[src/rtl/osc_freq_monitor.sv]
// Oscillator edge-rate monitor: counts osc_in edges per WINDOW clk cycles and flags out-of-range counts.
// Define OSC_MON_BOTHEDGE_EN to count both edges of osc_in instead of rising edges only.
module osc_freq_monitor #(
  parameter int unsigned WINDOW      = 64,
  parameter int unsigned CNT_W       = 16,
  parameter int unsigned SYNC_STAGES = 2
) (
  input  logic             clk,
  input  logic             _Reset,
  input  logic             osc_in,
  input  logic             enable,
  input  logic [CNT_W-1:0] min_edges,
  input  logic [CNT_W-1:0] max_edges,
  input  logic             clr_err,
  output logic [CNT_W-1:0] edge_count,
  output logic             valid,
  output logic             too_slow,
  output logic             too_fast,
  output logic             err_sticky
);

  localparam int unsigned WIN_W = $clog2(WINDOW);
  localparam int unsigned SET_W = $clog2(SYNC_STAGES + 1);
  localparam logic [WIN_W-1:0] WIN_LAST = WIN_W'(WINDOW - 1);
  localparam logic [SET_W-1:0] SET_LAST = SET_W'(SYNC_STAGES);

  typedef enum logic [1:0] {
    IDLE,
    SETTLE,
    MEASURE
  } state_t;

  state_t state, state_nxt;

  logic [SYNC_STAGES-1:0] sync_q;
  logic                   osc_s;
  logic                   osc_prev;
  logic                   edge_det;
  logic [SET_W-1:0]       settle_cnt;
  logic [WIN_W-1:0]       win_cnt;
  logic [CNT_W-1:0]       acc;
  logic [CNT_W-1:0]       acc_inc;
  logic                   last_cycle;

  always_ff @(posedge clk or negedge _Reset) begin
    if (!_Reset) begin
      sync_q   <= '0;
      osc_prev <= 1'b0;
    end else begin
      sync_q   <= {sync_q[SYNC_STAGES-2:0], osc_in};
      osc_prev <= osc_s;
    end
  end

  assign osc_s = sync_q[SYNC_STAGES-1];

`ifdef OSC_MON_BOTHEDGE_EN
  assign edge_det = osc_s ^ osc_prev;
`else
  assign edge_det = osc_s & ~osc_prev;
`endif

  // Saturating increment; also the captured value in the last window cycle.
  assign acc_inc = (edge_det && (acc != '1)) ? acc + CNT_W'(1) : acc;

  always_ff @(posedge clk or negedge _Reset) begin
    if (!_Reset) state <= IDLE;
    else         state <= state_nxt;
  end

  always_comb begin
    state_nxt  = state;
    last_cycle = 1'b0;
    case (state)
      IDLE:    if (enable) state_nxt = SETTLE;
      SETTLE: begin
        if (!enable)                      state_nxt = IDLE;
        else if (settle_cnt == SET_LAST)  state_nxt = MEASURE;
      end
      MEASURE: begin
        if (!enable) state_nxt = IDLE;
        else         last_cycle = (win_cnt == WIN_LAST);
      end
      default: state_nxt = IDLE;
    endcase
  end

  always_ff @(posedge clk or negedge _Reset) begin
    if (!_Reset) begin
      settle_cnt <= '0;
      win_cnt    <= '0;
      acc        <= '0;
    end else begin
      if (state == SETTLE && settle_cnt != SET_LAST) settle_cnt <= settle_cnt + SET_W'(1);
      else if (state != SETTLE)                      settle_cnt <= '0;

      // Window restarts straight after the last cycle, so no edge slot is lost.
      if (state == MEASURE && enable && !last_cycle) begin
        win_cnt <= win_cnt + WIN_W'(1);
        acc     <= acc_inc;
      end else begin
        win_cnt <= '0;
        acc     <= '0;
      end
    end
  end

  always_ff @(posedge clk or negedge _Reset) begin
    if (!_Reset) begin
      edge_count <= '0;
      valid      <= 1'b0;
      too_slow   <= 1'b0;
      too_fast   <= 1'b0;
      err_sticky <= 1'b0;
    end else begin
      valid <= last_cycle;
      if (last_cycle) begin
        edge_count <= acc_inc;
        too_slow   <= (acc_inc < min_edges);
        too_fast   <= (acc_inc > max_edges);
      end
      if (valid && (too_slow || too_fast)) err_sticky <= 1'b1;
      else if (clr_err)                     err_sticky <= 1'b0;
    end
  end

endmodule
[config.mk]
export PLATFORM = sky130hd
export DESIGN_NAME = osc_freq_monitor
export DESIGN_NICKNAME = d
export VERILOG_FILES = /design/src/rtl/osc_freq_monitor.sv
export SDC_FILE = /design/constraint.sdc
export NUM_CORES = 1
export LEC_CHECK = 0
export ABC_AREA = 1
export CORE_MARGIN = 2
export CORE_UTILIZATION = 57
export DETAILED_ROUTE_END_ITERATION = 16
export PLACE_DENSITY = 0.9
export SETUP_SLACK_MARGIN = 0.3
export SLEW_MARGIN = 20
export SYNTH_ARGS = -nofsm -noshare
export SYNTH_HDL_FRONTEND = slang
export SYNTH_SLANG_ARGS = --single-unit
[constraint.sdc]
create_clock -name clk -period 5.7 [get_ports clk]
set_clock_uncertainty 0.05 [all_clocks]
set_input_delay 1.14 -clock clk [delete_from_list [all_inputs] [get_ports clk]]
set_output_delay 1.14 -clock clk [all_outputs]
set_load 0.02 [all_outputs]
# Word level (Yosys, flattened, before mapping)
# Index checks and enable logic that the tools add are counted.
word_totals:
  register_bits: 49
  in_bits: 37
  output_inout_bits: 20
  wordCells: 53
op_classes:
  n_addsub: 3
  n_lt_le_gt_ge: 2
  n_eq_ne: 10
  muxes: 14
  n_bitwise: 2
  reduce_logical: 11
ops:
  columns: ["cell", "n"]
  rows:
  - ["16-bit 2-to-1 mux", 2]
  - ["16-bit by 1-bit adder with 16-bit output, second input constant", 1]
  - ["16-bit > comparator", 1]
  - ["16-bit < comparator", 1]
  - ["16-bit inequality test, second input constant", 1]
  - ["2-bit 2-to-1 mux", 6]
  - ["6-bit by 1-bit adder with 6-bit output, second input constant", 1]
  - ["6-bit equality test, second input constant", 1]
  - ["6-bit 2-to-1 mux", 1]
  - ["2-bit inequality test, second input constant", 3]
  - ["2-bit one-hot mux with 3 select lines", 1]
  - ["1-bit logical AND", 5]
  - ["2-bit equality test, second input constant", 2]
  - ["1-bit 2-to-1 mux", 4]
  - ["2-bit nonzero test", 2]
  - ["3-bit inequality test, second input constant", 1]
  - ["3-bit AND reduction", 1]
  - ["2-bit by 1-bit adder with 2-bit output, second input constant", 1]
  - ["2-bit by 1-bit equality test with 1-bit output, second input constant", 1]
  - ["2-bit zero test", 1]
  - ["2-bit by 1-bit inequality test with 1-bit output, second input constant", 1]
  - ["1-bit AND", 1]
  - ["1-bit zero test", 1]
  - ["1-bit logical OR", 1]
  - ["1-bit NOT", 1]

# Depth between registers and ports, before layout
depth:
  ltp_word: 6
  ltp_mapped: 20
  depth_no_buf: 20

# Worst setup path before layout
# No wires, ideal clock.
synth_timing:
  path_kind: "flip-flop to flip-flop"
  startpoint: "register acc[0]"
  endpoint: "register too_fast"
  setup_ns: 0.123
  t_arrival_ns: 2.415
  required_ns: 5.527
  path_slack_ns: 3.112
  path_stages_with_launch: 21
  n_path_buf: 0
  period_less_slack_ns: 2.588
  cell_sequence: "dfrtp_1 -> ha_1 -> nand2_1 -> nor2_2 -> nand2_2 -> inv_1 -> nand2_1 -> and3_4 -> nand2_2 -> inv_2 -> nand4_2 -> xor2_2 -> inv_1 -> ha_1 -> nand2_1 -> nor2_1 -> nand4_1 -> nor4_1 -> nor2_1 -> o21ai_0 -> nand2_1"
synth_via:
  elab_chain_cells: 4
  elab_cells_between_ends: 5
  classes_between: "add/sub: 1; order compare: 1; eq/ne: 1; mux: 1; reduce/logical: 1"
synth_lines:
  columns: ["item", "line_no", "text"]
  rows:
  - ["start: declaration", "41", "logic [CNT_W-1:0] acc;"]
  - ["start signal: assignment", "100", "acc <= acc_inc;"]
  - ["parallel branches: the longest is 2 deep, another holds 16-bit by 1-bit adder with 16-bit output", null, null]
  - ["16-bit 2-to-1 mux *", "64", "assign acc_inc = (edge_det && (acc != '1)) ? acc + CNT_W'(1) : acc;"]
  - ["via acc_inc[14]", "42", "logic [CNT_W-1:0] acc_inc;"]
  - ["16-bit > comparator *", "120", "too_fast <= (acc_inc > max_edges);"]
  - ["end signal: assignment", "120", null]
  - ["end: declaration", "18", "output logic too_fast,"]
# Mark *: on every way through the listed nets, which the timed path passes.
# A chain may end at the register's enable or synchronous reset.

# Final worst setup path
# Ends and elaborated chain as after synthesis.

==> flow_summary.toml <==
[detailed_routing]
finalWirelength_um = 6830
avgRoutedWirePerCell_um = 13.4
vias = 2684
drtIter0Drc = 134
drc = 0
vias_per_cell = 5.26
first_pass_iters = 5
ant_nets = 0

[placed_design]
io_buffers = 56
gp_congestion = 0.836
place.detailed.hpwl_um = 5180
dp.cells = 502
dp_slack_ns = 1.82

[hold_path]
worstHoldEndpoint = "sync_q[1]$_DFF_PN0_"
hold_class = "reg -> reg"
hold_depth = 0
hp-start = "sync_q[0]$_DFF_PN0_"

[critical_path]
cp.arrival_ns = 3.50
cp_slowest_cell = "dfrtp_1"
r2r_cells = 16
r2r_slack_ns = 2.35
r2r_start = "acc[0]$_DFF_PN0_"
path_max_fanout = 10
critical_path_class = "reg -> reg"
critPathLaunchType = "flop"
required_ns = 5.85
crit_path_end_kind = "flop"
cp_slowest_stage_delay_ns = 0.42
worstPathCellList = "ha_1 -> nand2_1 -> nor2_2 -> nand2_2 -> o21ai_4 -> inv_2 -> o21ai_0 -> inv_1 -> ha_1 -> nand2_1 -> nor2_1 -> nand4_1 -> nor4_1 -> nor2_1 -> o21ai_0 -> nand2_1"
path_common_cell = "nand2_1"
regToRegEndpoint = "too_fast$_DFFE_PN0P_"

[synthesis]
netlist_instances = 382
postSynthAreaPerCell_um2 = 7.99
synth_area_leaders = "dfrtp_1, ha_1, inv_1"
syn_area_um2 = 3050
syn-num-nets = 453
synth-edff-count = 0
synth-async-reset-ratio = 1.00
yosysTopAreaCell = "dfrtp_1"
synth_ff_type = "dfrtp_1"
yosysTopAreaCellShare = 0.402
yosysSeqAreaShare = 0.402
yosys_warnings = 0
yosys.cell_types.count = 36
ys_ff_latch = 49

[finish]
multi_input_area_um2 = 1500
area_growth_pct = 24.1
fillers = 399
num-nets-final = 510
register_area_um2 = 1230
drive_gt1_frac = 0.0682
layout.cells.non_filler = 510
antenna_cells = 0

[pwr]
p_leak_nw = 1.94
max-vdd-ir-drop_uv = 231
pwr_density_cell_nw_per_um2 = 187
total_power_w = 0.000707

[global_route]
grt_max_degree = 50
overflow = 0
grt_pass1_wl_um = 11700
grt.total_usage = 0.247
grt_pass1_vias = 2741
antenna_found_initial = 0

[timing]
setup-tns-final_ns = 0
setup_violations = 0
hold_slack_ns = 0.312
relSlewSlack = 0.524
rsz0062_at_grt = "no"
period_share = 0.588
fmax_mhz = 298
worst_pin_slew_ns = 0.712
slew_viol_final = 0
hold_violations = 0
layout_min_cycle_time_ns = 3.35
setup_ws_ns = 2.35

[clock_tree]
cts_tree = "built"
clkTransAtPathRegs_ns = 0.09
post_cts_buffers = 0
root_buffer = "clkbuf_8"
ctsHoldBuffers = 0
ctsLongestPathBuffers = 2
cts_made_buffers = 5
cts_max_level = 2
cts_resized = 0
clock_sinks = 49
clock_latency_ns = 0.31

[status]
status = "complete, no violations"

[flow_run]
max_cap_violations = 0

[floorplan]
initial_utilization = 0.594
die_area_um2 = 5960
coreArea_um2 = 5140
fp.dieW_um = 77.2
pin_count = 57
fp-row-count = 26
die_h_um = 77.2
-- per-layer routing --
layer	vias up	track usage	wire length, um
li1	1310	-	-
met1	1248	0.290	2850
met2	101	0.435	3390
met3	25	0.0565	385
met4	0	0.100	216
met5	-	0	0
-- worst max path at each step --
stage	start	to	depth (start not counted)
6_report	acc[0]$_DFF_PN0_	too_fast$_DFFE_PN0P_	16
5_1_grt	acc[0]$_DFF_PN0_	too_fast$_DFFE_PN0P_	16
4_1_cts	enable	acc[3]$_DFF_PN0_	6
3_5_place_dp	enable	acc[0]$_DFF_PN0_	6
3_3_place_gp	enable	acc[15]$_DFF_PN0_	6
2_1_floorplan	acc[0]$_DFF_PN0_	too_fast$_DFFE_PN0P_	20
-- report_power, final --
| part | switching, W | total (W) | internal (W) |
|---|---|---|---|
| clock network | 0.000125 | 0.000256 | 0.000132 |
| logic | 0.0000467 | 0.0000898 | 0.0000431 |
| registers | 0.00000447 | 0.000361 | 0.000357 |
-- final cells by class --
class,count,share of cell area
sequential,49,0.324
clock inverter,3,0.0116
multi-input combinational,247,0.397
clock buffer,5,0.0182
inverter,80,0.0793
tap,70,0.0231
timing repair buffer,56,0.147
-- logic make-up after synthesis --
kind of cell,Yosys count,share of synthesized area
AO/OA/AOI/OAI,50,0.0930
XOR/XNOR,12,0.0393
adder cells (fa/ha/maj),34,0.139
buffers and inverters,86,0.107
flip-flops,49,0.402
AND/OR/NAND/NOR,151,0.220
-- registers in the layout (all words and copies together), names as in the netlist --
register and cells:
valid 1, acc 16, too_fast 1, win_cnt 6, err_sticky 1, osc_prev 1, state 2, too_slow 1
edge_count 16, sync_q 2, settle_cnt 2
-- layout by cell type, fill, tap and decap left out, types with 2 or more instances in the layout --
cell type / synthesis / layout
nor4_1: 2 / 2
clkbuf_8: 0 / 5
inv_2: 2 / 2
xor2_2: 2 / 2
nor2_2: 2 / 2
a211oi_1: 3 / 3
nor2_1: 40 / 40
clkdlybuf4s50_1: 0 / 55
nand2_2: 6 / 7
dfrtp_1: 49 / 49
ha_1: 34 / 34
nand4_1: 6 / 6
nor3_1: 6 / 6
o21ai_1: 4 / 4
o21ai_0: 22 / 22
inv_1: 78 / 78
a21oi_1: 14 / 14
xor2_1: 10 / 10
nand2_1: 74 / 73
nand3_1: 6 / 6
-- synthesized netlist by cell type, types with 3 or more instances --
cell      count
inv_1        78
nand2_1      74
dfrtp_1      49
nor2_1       40
ha_1         34
o21ai_0      22
a21oi_1      14
xor2_1       10
nand2_2       6
nand3_1       6
nand4_1       6
nor3_1        6
o21ai_1       4
a211oi_1      3
buf_2         3
clkbuf_1      3
-- through the flow --
| step | cell area (um^2) | utilization |
|---|---|---|
| after floorplan | 3050 | - |
| after detailed placement | 3670 | 0.714 |
| final | 3790 | 0.737 |
| after CTS | 3780 | 0.736 |
| after global routing | 3790 | 0.737 |
| after global placement | 3670 | 0.714 |
-- worst max-delay path: cells and delay by family (launching register included) --
family / cells / cell delay, ns
AO/OA/AOI/OAI: 3 / 0.79
AND/OR/NAND/NOR: 9 / 1.14
buffers and inverters: 2 / 0.29
flip-flops: 1 / 0.42
adder cells (fa/ha/maj): 2 / 0.52
Power figures use the tool's default switching activity.
